File: config.mk
export PLATFORM = sky130hd
export DESIGN_NAME = seg_scan_driver
export DESIGN_NICKNAME = d
export VERILOG_FILES = /design/src/rtl/seg_pkg.sv /design/src/rtl/hex7seg.sv /design/src/rtl/seg_scan_driver.sv
export SDC_FILE = /design/constraint.sdc
export NUM_CORES = 1
export LEC_CHECK = 0
export CAP_MARGIN = 25
export CORE_AREA = 2 2 81 83
export CTS_CLUSTER_DIAMETER = 80
export DETAILED_ROUTE_END_ITERATION = 10
export DIE_AREA = 0 0 83 85
export PLACE_DENSITY = 0.78
export SYNTH_ARGS = -nofsm -noshare
export SYNTH_HDL_FRONTEND = slang
export SYNTH_SLANG_ARGS = --single-unit
File: constraint.sdc
create_clock -name iCLK -period 3.4 [get_ports iCLK]
set_input_delay 0.68 -clock iCLK [delete_from_list [all_inputs] [get_ports iCLK]]
set_output_delay 0.68 -clock iCLK [all_outputs]
set_load 0.02 [all_outputs]
File: src/rtl/seg_pkg.sv
// Shared seven-segment definitions: blank pattern and the hex glyph table
// (gfedcba, bit0 = a, active-low).
package seg_pkg;

  localparam logic [6:0] SEG_OFF = 7'h7F;

  function automatic logic [6:0] hex_to_seg(input logic [3:0] hex);
    logic [6:0] seg;
    seg = SEG_OFF;
    case (hex)
      4'h0: seg = 7'h40;
      4'h1: seg = 7'h79;
      4'h2: seg = 7'h24;
      4'h3: seg = 7'h30;
      4'h4: seg = 7'h19;
      4'h5: seg = 7'h12;
      4'h6: seg = 7'h02;
      4'h7: seg = 7'h78;
      4'h8: seg = 7'h00;
      4'h9: seg = 7'h10;
      4'hA: seg = 7'h08;
      4'hB: seg = 7'h03;
      4'hC: seg = 7'h46;
      4'hD: seg = 7'h21;
      4'hE: seg = 7'h06;
      4'hF: seg = 7'h0E;
      default: seg = SEG_OFF;
    endcase
    return seg;
  endfunction

endpackage

File: src/rtl/hex7seg.sv
// Combinational hex digit to active-low seven-segment decoder.
module hex7seg
  import seg_pkg::*;
(
  input  logic [3:0] hex_i,
  output logic [6:0] seg_o
);

  always_comb seg_o = hex_to_seg(hex_i);

endmodule

File: src/rtl/seg_scan_driver.sv
// Time-multiplexed seven-segment scanner with tear-free frame loading,
// leading-zero blanking and per-slot dead time.
module seg_scan_driver
  import seg_pkg::*;
#(
  parameter int NDIG           = 4,
  parameter int CLK_DIV        = 50000,
  parameter int DEAD_CYC       = 2,
  parameter bit COM_ACTIVE_LOW = 1'b1
) (
  input  logic              iCLK,
  input  logic              iRST_N,
  input  logic              iEN,
  input  logic [4*NDIG-1:0] iVALUE,
  input  logic [NDIG-1:0]   iDP,
  input  logic              iLZ,
  input  logic              iLOAD,
  output logic [6:0]        oSEG,
  output logic              oDP,
  output logic [NDIG-1:0]   oCOM,
  output logic              oFRAME
);

  localparam int PW = (CLK_DIV > 1) ? $clog2(CLK_DIV) : 1;
  localparam int IW = (NDIG > 1) ? $clog2(NDIG) : 1;
  localparam logic [PW-1:0]   PRE_LAST = PW'(CLK_DIV - 1);
  localparam logic [PW-1:0]   PRE_DEAD = PW'(DEAD_CYC);
  localparam logic [IW-1:0]   IDX_LAST = IW'(NDIG - 1);
  localparam logic [NDIG-1:0] COM_OFF  = COM_ACTIVE_LOW ? {NDIG{1'b1}} : {NDIG{1'b0}};

  logic [PW-1:0]     presc_q, presc_d;
  logic [IW-1:0]     idx_q, idx_d;
  logic [4*NDIG-1:0] stg_val_q, stg_val_d, disp_val_q, disp_val_d;
  logic [NDIG-1:0]   stg_dp_q, stg_dp_d, disp_dp_q, disp_dp_d;
  logic              stg_lz_q, stg_lz_d, disp_lz_q, disp_lz_d;
  logic              pend_q, pend_d, frame_pend_q, frame_pend_d;
  logic [6:0]        seg_q, seg_d;
  logic              dp_q, dp_d, frame_q, frame_d;
  logic [NDIG-1:0]   com_q, com_d;

  logic              slot_end, wrap, lit;
  logic [NDIG-1:0]   blank, com_on;
  logic [3:0]        cur_hex;
  logic              cur_dp, cur_blank;
  logic [6:0]        hex_seg;

  hex7seg u_dec (
    .hex_i (cur_hex),
    .seg_o (hex_seg)
  );

  // Blank digit i when it and everything to its left is zero; digit 0 always shows.
  always_comb begin
    logic zero_run;
    zero_run = 1'b1;
    blank    = '0;
    for (int i = NDIG - 1; i > 0; i--) begin
      zero_run = zero_run && (disp_val_q[4*i +: 4] == 4'h0);
      blank[i] = disp_lz_q && zero_run;
    end
  end

  always_comb begin
    cur_hex   = 4'h0;
    cur_dp    = 1'b0;
    cur_blank = 1'b0;
    for (int i = 0; i < NDIG; i++) begin
      if (idx_q == IW'(i)) begin
        cur_hex   = disp_val_q[4*i +: 4];
        cur_dp    = disp_dp_q[i];
        cur_blank = blank[i];
      end
    end
  end

  always_comb begin
    slot_end = iEN && (presc_q == PRE_LAST);
    wrap     = slot_end && (idx_q == IDX_LAST);

    presc_d = presc_q;
    idx_d   = idx_q;
    if (iEN) begin
      if (slot_end) begin
        presc_d = '0;
        idx_d   = (idx_q == IDX_LAST) ? '0 : idx_q + IW'(1);
      end else begin
        presc_d = presc_q + PW'(1);
      end
    end

    // The wrap always moves the staging contents seen before this edge.
    stg_val_d    = iLOAD ? iVALUE : stg_val_q;
    stg_dp_d     = iLOAD ? iDP : stg_dp_q;
    stg_lz_d     = iLOAD ? iLZ : stg_lz_q;
    disp_val_d   = (wrap && pend_q) ? stg_val_q : disp_val_q;
    disp_dp_d    = (wrap && pend_q) ? stg_dp_q : disp_dp_q;
    disp_lz_d    = (wrap && pend_q) ? stg_lz_q : disp_lz_q;
    pend_d       = iLOAD ? 1'b1 : (wrap ? 1'b0 : pend_q);
    frame_pend_d = wrap && pend_q;
    frame_d      = frame_pend_q;

    lit    = iEN && (presc_q >= PRE_DEAD);
    com_on = NDIG'(1) << idx_q;
    seg_d  = SEG_OFF;
    dp_d   = 1'b1;
    com_d  = COM_OFF;
    if (lit) begin
      seg_d = cur_blank ? SEG_OFF : hex_seg;
      dp_d  = ~cur_dp;
      com_d = COM_ACTIVE_LOW ? ~com_on : com_on;
    end
  end

  always_ff @(posedge iCLK) begin
    if (!iRST_N) begin
      presc_q      <= '0;
      idx_q        <= '0;
      stg_val_q    <= '0;
      stg_dp_q     <= '0;
      stg_lz_q     <= 1'b0;
      disp_val_q   <= '0;
      disp_dp_q    <= '0;
      disp_lz_q    <= 1'b0;
      pend_q       <= 1'b0;
      frame_pend_q <= 1'b0;
      seg_q        <= SEG_OFF;
      dp_q         <= 1'b1;
      com_q        <= COM_OFF;
      frame_q      <= 1'b0;
    end else begin
      presc_q      <= presc_d;
      idx_q        <= idx_d;
      stg_val_q    <= stg_val_d;
      stg_dp_q     <= stg_dp_d;
      stg_lz_q     <= stg_lz_d;
      disp_val_q   <= disp_val_d;
      disp_dp_q    <= disp_dp_d;
      disp_lz_q    <= disp_lz_d;
      pend_q       <= pend_d;
      frame_pend_q <= frame_pend_d;
      seg_q        <= seg_d;
      dp_q         <= dp_d;
      com_q        <= com_d;
      frame_q      <= frame_d;
    end
  end

  assign oSEG   = seg_q;
  assign oDP    = dp_q;
  assign oCOM   = com_q;
  assign oFRAME = frame_q;

endmodule

=== Yosys cells after proc, flatten, opt, wreduce, memory -nomap -nowiden ===
Memories as Yosys holds them, arrays and structs flattened. A register that Yosys moved wholly into a read port is not among the register bits.
Index checks and enable logic that the tools add are counted.

* Reductions and logical operators: 17
* $add $sub $neg: 2
* Bitwise gates (word level): 4
* Mux-type cells: 15
* Equal/unequal tests: 4
* Shift-type cells: 1
* $lt $le $gt $ge: 1

{| class="wikitable"
|+ Operators by type and width
! operator !! number
|-
| $add 16x1->16 const B || 1
|-
| $eq 16x16->1 const B || 1
|-
| $ge 16x2->1 const B || 1
|-
| $mux 16 || 1
|-
| $mux 4 || 4
|-
| $logic_not 4->1 || 3
|-
| $logic_and 1x1->1 || 9
|-
| $mux 1 || 9
|-
| $eq 2x2->1 const B || 2
|-
| $not 4->4 || 1
|-
| $reduce_and 2->1 || 2
|-
| $shl 1x2->4 const A || 1
|-
| $not 1->1 || 3
|-
| $reduce_or 3->1 || 1
|-
| $add 2x1->2 const B || 1
|-
| $eq 2x1->1 const B || 1
|-
| $logic_not 2->1 || 1
|-
| $mux 2 || 1
|-
| $reduce_bool 2->1 || 1
|}

* Memories: 1
* Register bits after elaboration: 68
* Output and inout bits: 13
* ROM bits: 112
* Bits of input ports: 25
* Word-level logic and storage cells: 58

{| class="wikitable"
|+ Memory list
! name !! words !! width !! rd ports !! clocked after memory_dff !! wr ports !! line !! text
|-
| (no name shown) || 16 || 7 || 1 || 1 || 0 || seg_pkg.sv:10 || <nowiki>case (hex)</nowiki>
|}

=== Longest topological paths before layout ===
* Depth after elaboration: 8
* Depth in mapped cells: 12
* Depth with buffers taken out: 11

=== Cells and area by module ===
A second synthesis with hierarchy kept.

* Cell total of the unflattened synthesis: 376
* Area, all modules: 3,413.3 µm²

{| class="wikitable"
|+ Modules (own cells, without submodules)
! module !! area an instance (µm²) !! cells each !! seq. area each (µm²) !! instances
|-
| seg_scan_driver || 3,138.0 || 344 || 1,501.4 || 1
|-
| hex7seg || 275.3 || 32 || 0.0 || 1
|}

=== Worst setup path before layout ===
Ideal clock, no wire load.

* Path kind: register -> register
* From: reg idx_q[1]
* To: reg seg_q[6] (netlist: oSEG[6])
* Data arrival time: 2.257 ns
* Stages on the path, launching flop included: 11
* Setup time: 0.121 ns
* Period minus slack after synthesis: 2.378 ns
* Setup slack: 1.022 ns
* Data required time: 3.279 ns
* Buffers on the path: 1
* Cell sequence: dfxtp_1 inv_1 ha_1 clkbuf_1 nand3b_1 a221oi_1 inv_1 ha_1 mux2_2 a22oi_1 nand2_1

* Word-level cells in the longest chain between the ends: 5
* Elaborated cells on any way between the ends: 12
* Those cells by class: eq/ne: 3; mux: 7; reduce/logical: 2

{| class="wikitable"
|+ RTL lines
! what !! line !! text
|-
| start, declared || seg_scan_driver.sv:32 || <nowiki>logic [IW-1:0] idx_q, idx_d;</nowiki>
|-
| start signal, assigned || seg_scan_driver.sv:132 || <nowiki>idx_q <= idx_d;</nowiki>
|-
| $eq 2x1->1 or $logic_not 2->1 (tied branches) || seg_scan_driver.sv:68 || <nowiki>if (idx_q == IW'(i)) begin</nowiki>
|-
| $mux 1 or $mux 4 (tied branches) (3 in a row) || seg_scan_driver.sv:68 ||
|-
| $reduce_or 3->1 (no source line) or $mux 4 (tied branches) || n/a ||
|-
| end, declared || seg_scan_driver.sv:37 || <nowiki>logic [6:0] seg_q, seg_d;</nowiki>
|}

Several ways; a longest one is shown, not always the timed one.
A chain may end at the register's enable or synchronous reset.

=== Final worst setup path ===
* From: reg idx_q[0]
* To: reg seg_q[6] (netlist: oSEG[6])

Same word-level chain as after synthesis.

==> results by group <==
Outcome
  – Status: finished, final reports clean

Power and ir drop
  – Net Switching: 0.3530 mW
  – Leak: 1.452 nW
  – VDD IR max: 298.2 µV
  – Power Density: 434.1 nW/µm²
  – Share of power burned in registers: 52.4%
  – Sw Share: 20.31%
  – Combinational Power Share: 5.8%
  – Clk pwr share: 41.8%
  – Pint: 1.386 mW

Clock tree
  – H-Tree Depth: 3
  – Postcts setup bufs: 0
  – Worst-Skew Late Latency: 340 ps
  – Clk sink count: 75
  – TritonCTS clock tree: built
  – Cts bufs inserted: 9
  – CTS hold repair buffers: 0
  – Root buffer selected by CTS: clkbuf_8
  – Clock slew at reported path FFs: 70 ps
  – Clock Path Buffers: 2
  – Post-CTS sizing: 0

GRT
  – Largest net degree at the start of global routing: 51
  – Initial antenna violation count: 0
  – First-pass GRT wire length: 10410 µm
  – Total GRT Usage: 18.05%
  – GRT overflow: 0
  – Number of global-route vias before repair: 2342

Timing
  – Max Slew Vio Count: 0
  – Clock Skew: 10.48 ps
  – Fmax: 368.2 MHz
  – Slew @ Worst Pin: 695.9 ps
  – Slew margin rel.: 53.61%
  – Final Setup Violations: 0
  – Fin. Hold Viols: 0
  – Unrepaired setup endpoints after global routing: false
  – Fin Setup TNS: 0 ps
  – Tmin final: 2716 ps
  – Fin crit share: 79.89%

Setup path
  – Crit Reg-Reg Startpoint: idx_q[0]
  – CP endpoint: oSEG[6]
  – Cell count of the worst reg-to-reg path: 9
  – Critical path origin: idx_q[0]
  – R2r setup slk: 680 ps
  – Critical path arrival: 2930 ps
  – R2R Path End: oSEG[6]
  – Crit-path max FO: 12
  – Critical Path Sink Type: register
  – Crit path launch type: register
  – Critical path class: register to register
  – Critical Path RT: 3620 ps

Yosys
  – Mapped Nets: 379
  – Synth async-reset ratio: 0%
  – Syn. warnings: 0
  – Top cells by area, synth: dfxtp_1, mux2i_1, nor2b_1
  – Synth Flop Type: dfxtp_1
  – Mapped Area: 3369 µm²
  – Avg Inst Size Synth: 9.852 µm²
  – Cell count after synthesis: 342
  – #FFs+latches synth: 75
  – Leading area contributor after synthesis: dfxtp_1
  – Yosys cell types: 46
  – Post-synth top area share: 44.56%
  – Post-synth EDFFs: 0
  – Register area share after synthesis: 44.56%

Placement
  – PortBufs: 37
  – Detailed placement HPWL: 4246 µm
  – Routability cong.: 0.8531

Drt
  – Detailed Routing Iterations Pass 1: 4
  – Remaining DRCs: 0
  – Vias: 2388
  – Vias/cell: 5.203
  – DRT iter0 DRCs: 80
  – WL per Instance: 12.92 µm
  – Routed wire length: 5930 µm
  – Antenna Nets Post-Route: 0

Die
  – FP Rows: 29
  – Core footprint: 6205 µm²
  – Die W: 83 µm
  – Initial Utilization: 54.31%
  – Die Y: 85 µm
  – Top-Level Pins: 38
  – Die area: 7055 µm²

Cells and area
  – Reg area: 1501 µm²
  – Footprint of the multi-input gates: 1732 µm²
  – Post-Route Utilization: 64.55%
  – Layout net count: 415
  – Share of cells above drive strength 1: 8.377%
  – FILL cells: 529
  – # diodes: 0
  – P&R area growth vs syn: 18.86%

Flow run
  – MaxCap Viol Count: 0

Worst hold path
  – Min-Delay Path Class: register to register
[state kept, by name (all words and copies together) (netlist names)]
register	flops
disp_dp_q	4
disp_lz_q	1
disp_val_q	16
frame_d	1
idx_q	2
oCOM	4
oDP	1
oFRAME	1
oSEG	7
pend_q	1
presc_q	16
stg_dp_q	4
stg_lz_q	1
stg_val_q	16
[final cells by class]
cell class	count	area share [%]
Timing Repair Buffer	43	10.37
Sequential cell	75	37.49
Clock buffer	10	3.436
Tap cell	77	2.405
Clock inverter	5	1.937
Multi-Input combinational cell	237	43.24
Inverter	12	1.125
[per-layer routing]
metal | global-route usage (%) | up-vias | part of all wire [%]
met5 | 0 | - | 0
li1 | - | 1237 | -
met4 | 7.750 | 0 | 1.9
met2 | 30.28 | 43 | 48
met3 | 5.058 | 11 | 3.7
met1 | 21.81 | 1097 | 46
[kinds of logic (layout without fill, tap and decap cells)]
group / Yosys count / in the layout / share of synthesized area, %
AND/OR/NAND/NOR: 131 / 131 / 22.24
flip-flops: 75 / 75 / 44.56
multiplexers: 48 / 48 / 14.33
AO/OA/AOI/OAI: 32 / 32 / 6.722
buffers and inverters: 30 / 70 / 4.047
XOR/XNOR: 14 / 14 / 3.639
adder cells (fa/ha/maj): 12 / 12 / 4.456
[power by group through the flow]
stage | clock [mW] | combinational [mW] | sequential (mW)
after global routing | 0.788 | 0.111 | 0.912
after detailed placement | 0 | 0.102 | 0.931
final | 0.727 | 0.101 | 0.910
after global placement | 0 | 0.100 | 0.930
after floorplan | 0 | 0.0538 | 0.931
after CTS | 0.750 | 0.103 | 0.910
[critical path, stage by stage, from the launching register on]
cell and delay [ps]:
dfxtp_1 390, inv_1 100, ha_1 340, nor3b_1 200
a221oi_1 580, inv_1 230, ha_1 250, mux2_2 260
a22oi_1 180, nand2_1 70
[how the worst min path moves through the flow]
stage | from | to | slack (ps) | cells past startpoint
final | frame_d | oFRAME | 450 | 1
after global routing | frame_d | oFRAME | 510 | 1
after CTS | frame_d | oFRAME | 460 | 1
after detailed placement | frame_d | oFRAME | 430 | 1
after global placement | frame_d | oFRAME | 420 | 1
after floorplan | frame_d | oFRAME | 410 | 1
[per-stage QoR]
step,area (µm²),hold WS [ps],worst slack [ps],cells,total power [mW]
2_1_floorplan,3369,411.9,1022,342,0.9851
3_3_place_gp,3790,419.5,770.0,444,1.030
3_5_place_dp,3790,429.6,704.8,444,1.033
4_1_cts,4005,458.0,691.4,459,1.763
5_1_grt,4005,512.9,397.4,459,1.811
6_report,4005,453.7,683.9,459,1.739
[synth_stat cells, drive strengths merged, types with 2 or more instances]
cell,number
ha,12
xnor2,5
mux2i,46
nand4,5
a221oi,3
nor3,5
xor2,9
and3,2
inv,12
dfxtp,75
nor3b,6
nand3b,4
a211oi,3
buf,6
nor4,6
and2,2
nand2b,2
o21a,5
or3,2
clkbuf,12
nor2b,44
nor2,24
a21oi,6
nand2,24
o211ai,5
o21ai,3
nand3,3
mux2,2
a22oi,2
[cells in the final DEF, fill, tap and decap left out, types with 4 or more instances in the layout]
cell,instances
buf_4,6
clkdlybuf4s50_1,37
nand3b_1,4
nor3b_1,6
mux2i_1,46
ha_1,12
nor4_1,5
xor2_1,9
nor2_1,24
o21a_1,5
nor2b_1,44
o211ai_1,5
xnor2_1,5
nor3_1,4
clkbuf_8,10
inv_1,11
nand2_1,21
dfxtp_1,75
a21oi_1,6
nand4_1,5
Note: power is estimated with default switching activity, not from simulation.
==> edit 1, RTL diff (same flow settings) <==
Set the parameter `CLK_DIV` to 25000 (it was 50000).
--- a/src/rtl/seg_scan_driver.sv
+++ b/src/rtl/seg_scan_driver.sv
@@ -6,3 +6,3 @@
   parameter int NDIG           = 4,
-  parameter int CLK_DIV        = 50000,
+  parameter int CLK_DIV        = 25000,
   parameter int DEAD_CYC       = 2,
Function: same outputs for any inputs over 10 cycles, from zero or initial values and one cycle with iRST_N low; that may be too few to reach the edited logic, so the function may still have changed.
==> edit 1 against the unedited design <==
- power down 3.2%
- sequential cell count down 1
- die area unchanged
- fmax up 2.6%
- hold slack got worse by 0.020 ns
- worst setup slack improved by 0.069 ns
- clock skew grew 0.0019 ns
- area after synthesis decreased by 4.2%
- final area fell by 4.2%
- non-clock buffer count unchanged
- sequential power is 1% lower
- routed wire length rose by 4.7%
- final cell count rose by 4.4%
- critical path type unchanged
- largest power group unchanged
==> edit 1: results (changes against the unedited design) <==
initialDrtViolationCount: 128  # was 80
grt_pass1_wl_um: 11370  # was 10410 um
irDropWorstVdd_uv: 358.7  # was 298.2 uV
ys_top_cells_by_area: "dfxtp_1, nand2_1, mux2i_1"  # was dfxtp_1, mux2i_1, nor2b_1
power_leakage_uw: 0.001410  # was 0.001452 uW
synth_mux_area_share_pct: 7.788  # was 14.33%
synthCells: 364  # was 342
place_area_um2: 3632  # was 3790 um^2
track_usage_pct: 19.84  # was 18.05%
status: "finished, final reports clean"  # unchanged
layout.cells.non_filler: 479  # was 459
reg_top3: "disp_val_q (16), stg_val_q (16), presc_q (15)"  # was disp_val_q (16), presc_q (16), stg_val_q (16)
clock-skew-final_ns: 0.01235  # was 0.01048 ns
seq_area_frac_synth_pct: 45.87  # was 44.56%
syn_nets: 401  # was 379
drive_gt1_share_pct: 7.463  # was 8.377%
place_worst_setup_slack_ns: 0.7218  # was 0.7048 ns
dp_hpwl_um: 4367  # was 4246 um
synth.distinct_cells: 44  # was 46
fillerInstances: 540  # was 529
critPathMaxFanout: 16  # was 12
grt_start_max_net_pins: 26  # was 51
synth_fa_ha_area_share_pct: 4.649  # was 4.456%
gp_congestion: 0.9064  # was 0.8531
synthTopCellsByCount: "dfxtp_1, nand2_1, nor2_1"  # was dfxtp_1, mux2i_1, nor2b_1
fin_nets: 435  # was 415
[edit 1: per-layer routing]
metal	up-vias	GRT usage, %	wire length [um]
met2	50	33.14	2991
li1	1311	-	-
met1	1157	23.66	2861
met5	-	0	0
met4	0	7.899	92
met3	9	6.712	264
[edit 1: worst max-delay path, cell delays in order, from the launching register on]
cell and delay (ns):
dfxtp_1 0.40, ha_1 0.51, a211oi_1 0.10, a221oi_1 0.59
inv_1 0.21, ha_1 0.24, nor3b_1 0.13, a311o_1 0.34
[edit 1: cell families (layout without fill, tap and decap cells)]
logic type / Yosys count / count (layout)
AOI/OAI and AO/OA: 50 / 50
xor gates and xnor gates: 14 / 14
adders and majority gates: 12 / 12
buffers and inverters: 28 / 66
DFF: 74 / 74
muxes: 25 / 25
and+or+nand+nor: 161 / 161
[edit 1: power by group through the flow]
stage	registers [uW]	clock network, uW	logic [uW]
after global placement	917	0	94.6
after detailed placement	918	0	96.6
final	898	691	95.2
after CTS	898	712	97.1
after floorplan	919	0	48.0
after global routing	901	749	105
[edit 1: final cells by class]
cell class / instances / area share (%)
inverters: 8 / 0.7830
flip-flops and latches: 74 / 38.63
multi-input cells: 262 / 41.96
clock inverters: 4 / 1.338
repair buffers: 43 / 10.83
well taps: 77 / 2.512
clock buffers: 11 / 3.948
[edit 1: final timing paths]
path | from | to | slack (ns) | cells after the start
setup / recovery | idx_q[0] | oSEG[2] | 0.75 | 7
hold / removal | frame_d | oFRAME | 0.43 | 1
setup reg to reg | idx_q[0] | oSEG[2] | 0.75 | 7
hold reg to reg | frame_d | oFRAME | 0.43 | 1
[edit 1: through the flow]
stage	utilization, %	total power, uW
floorplan	-	967.5
global placement	58.54	1012
detailed placement	58.54	1015
CTS	61.81	1707
global route	61.81	1755
finish	61.81	1684
==> edit 2, RTL diff (config.mk and constraints unchanged) <==
Without the edit above. Take the reset off `disp_val_q` and load it in a clocked block of its own.
--- a/src/rtl/seg_scan_driver.sv
+++ b/src/rtl/seg_scan_driver.sv
@@ -120,3 +120,2 @@
       stg_lz_q     <= 1'b0;
-      disp_val_q   <= '0;
       disp_dp_q    <= '0;
@@ -135,3 +134,2 @@
       stg_lz_q     <= stg_lz_d;
-      disp_val_q   <= disp_val_d;
       disp_dp_q    <= disp_dp_d;
@@ -147,2 +145,6 @@
 
+  always_ff @(posedge iCLK) begin
+    disp_val_q <= disp_val_d;
+  end
+
   assign oSEG   = seg_q;
Check against the original RTL: same outputs for any inputs over 10 cycles, from zero or initial values and one cycle with iRST_N low; that may be too few to reach the edited logic, so the function may still have changed.
==> edit 2 against the unedited design <==
- worst setup slack better by 0.018 ns
- area after synthesis is 4.9% lower
- routed wire length is 3.4% lower
- final area is 4.2% lower
- count of clock-buffer cells in the layout stayed put
- sequential cell count stayed put
- power is 4.6% lower
- sequential share of layout area is 5.8 points higher
- critical path type unchanged
- largest cell class is now registers
==> edit 2: results (changes against the unedited design) <==
fin_nets: 376  # was 415
initialDrtViolationCount: 102  # was 80
synth_edf_count: 16  # was 0
synth_fa_ha_area_share_pct: 4.688  # was 4.456%
drive_gt1_share_pct: 8.721  # was 8.377%
drt-met1-wl_um: 2697  # was 2735 um
seq_area_frac_synth_pct: 51.87  # was 44.56%
r2r_cells: 10  # was 9
synth_mux_area_share_pct: 9.102  # was 14.33%
slowest_stage: "nor3_1"  # was a221oi_1
synth_compound_area_share_pct: 7.813  # was 6.721%
synthCells: 299  # was 342
vias: 2233  # was 2388
synth.distinct_cells: 48  # was 46
finalWirelength_um: 5726  # was 5930 um
syn_nets: 336  # was 379
dr_wl_met2_um: 2656  # was 2862 um
status: "finished, final reports clean"  # unchanged
dp_hpwl_um: 4180  # was 4246 um
grt_pass1_wl_um: 9949  # was 10410 um
irDropWorstVdd_uv: 315.3  # was 298.2 uV
slowest_delay_ns: 0.40  # was 0.58 ns
place_worst_setup_slack_ns: 0.6045  # was 0.7048 ns
cp_data_arrival_time_ns: 2.92  # was 2.93 ns
synthXorXnorAreaFrac_pct: 3.828  # was 3.639%
critPathMaxFanout: 7  # was 12
grtUsageMet3_pct: 5.739  # was 5.058%
hold_depth: 0  # was 1
met2_usage_pct: 27.57  # was 30.28%
power_leakage_uw: 0.001420  # was 0.001452 uW
track_usage_pct: 17.80  # was 18.05%
place_inst: 405  # was 444
wire_per_inst_um: 13.60  # was 12.92 um
grt_start_max_net_pins: 36  # was 51
slew_headroom_pct: 58.90  # was 53.61%
## edit 2: worst paths after layout
kind                              startpoint            end  slack (ns)
worst max register to register      idx_q[0]        oSEG[6]        0.70
worst min register to register  stg_val_q[8]  disp_val_q[8]        0.44
worst min-delay path            stg_val_q[8]  disp_val_q[8]        0.44
worst max-delay path                idx_q[0]        oSEG[6]        0.70
## edit 2: layout make-up
| cell class | instances | area, um^2 | area share [%] |
|---|---|---|---|
| multi-input cells | 206 | 1471 | 38.36 |
| flip-flops and latches | 75 | 1662 | 43.31 |
| clock buffers | 10 | 137.6 | 3.588 |
| clock inverters | 6 | 50.05 | 1.305 |
| inverters | 7 | 26.28 | 0.6849 |
| well taps | 77 | 96.34 | 2.511 |
| repair buffers | 40 | 392.9 | 10.24 |
## edit 2: power breakdown
| group | total, uW | switching, uW | internal (uW) |
|---|---|---|---|
| Sequential | 939 | 11.1 | 928 |
| Combinational | 93.6 | 37.4 | 56.2 |
| Clock | 627 | 335 | 292 |
| Total | 1660 | 383 | 1280 |
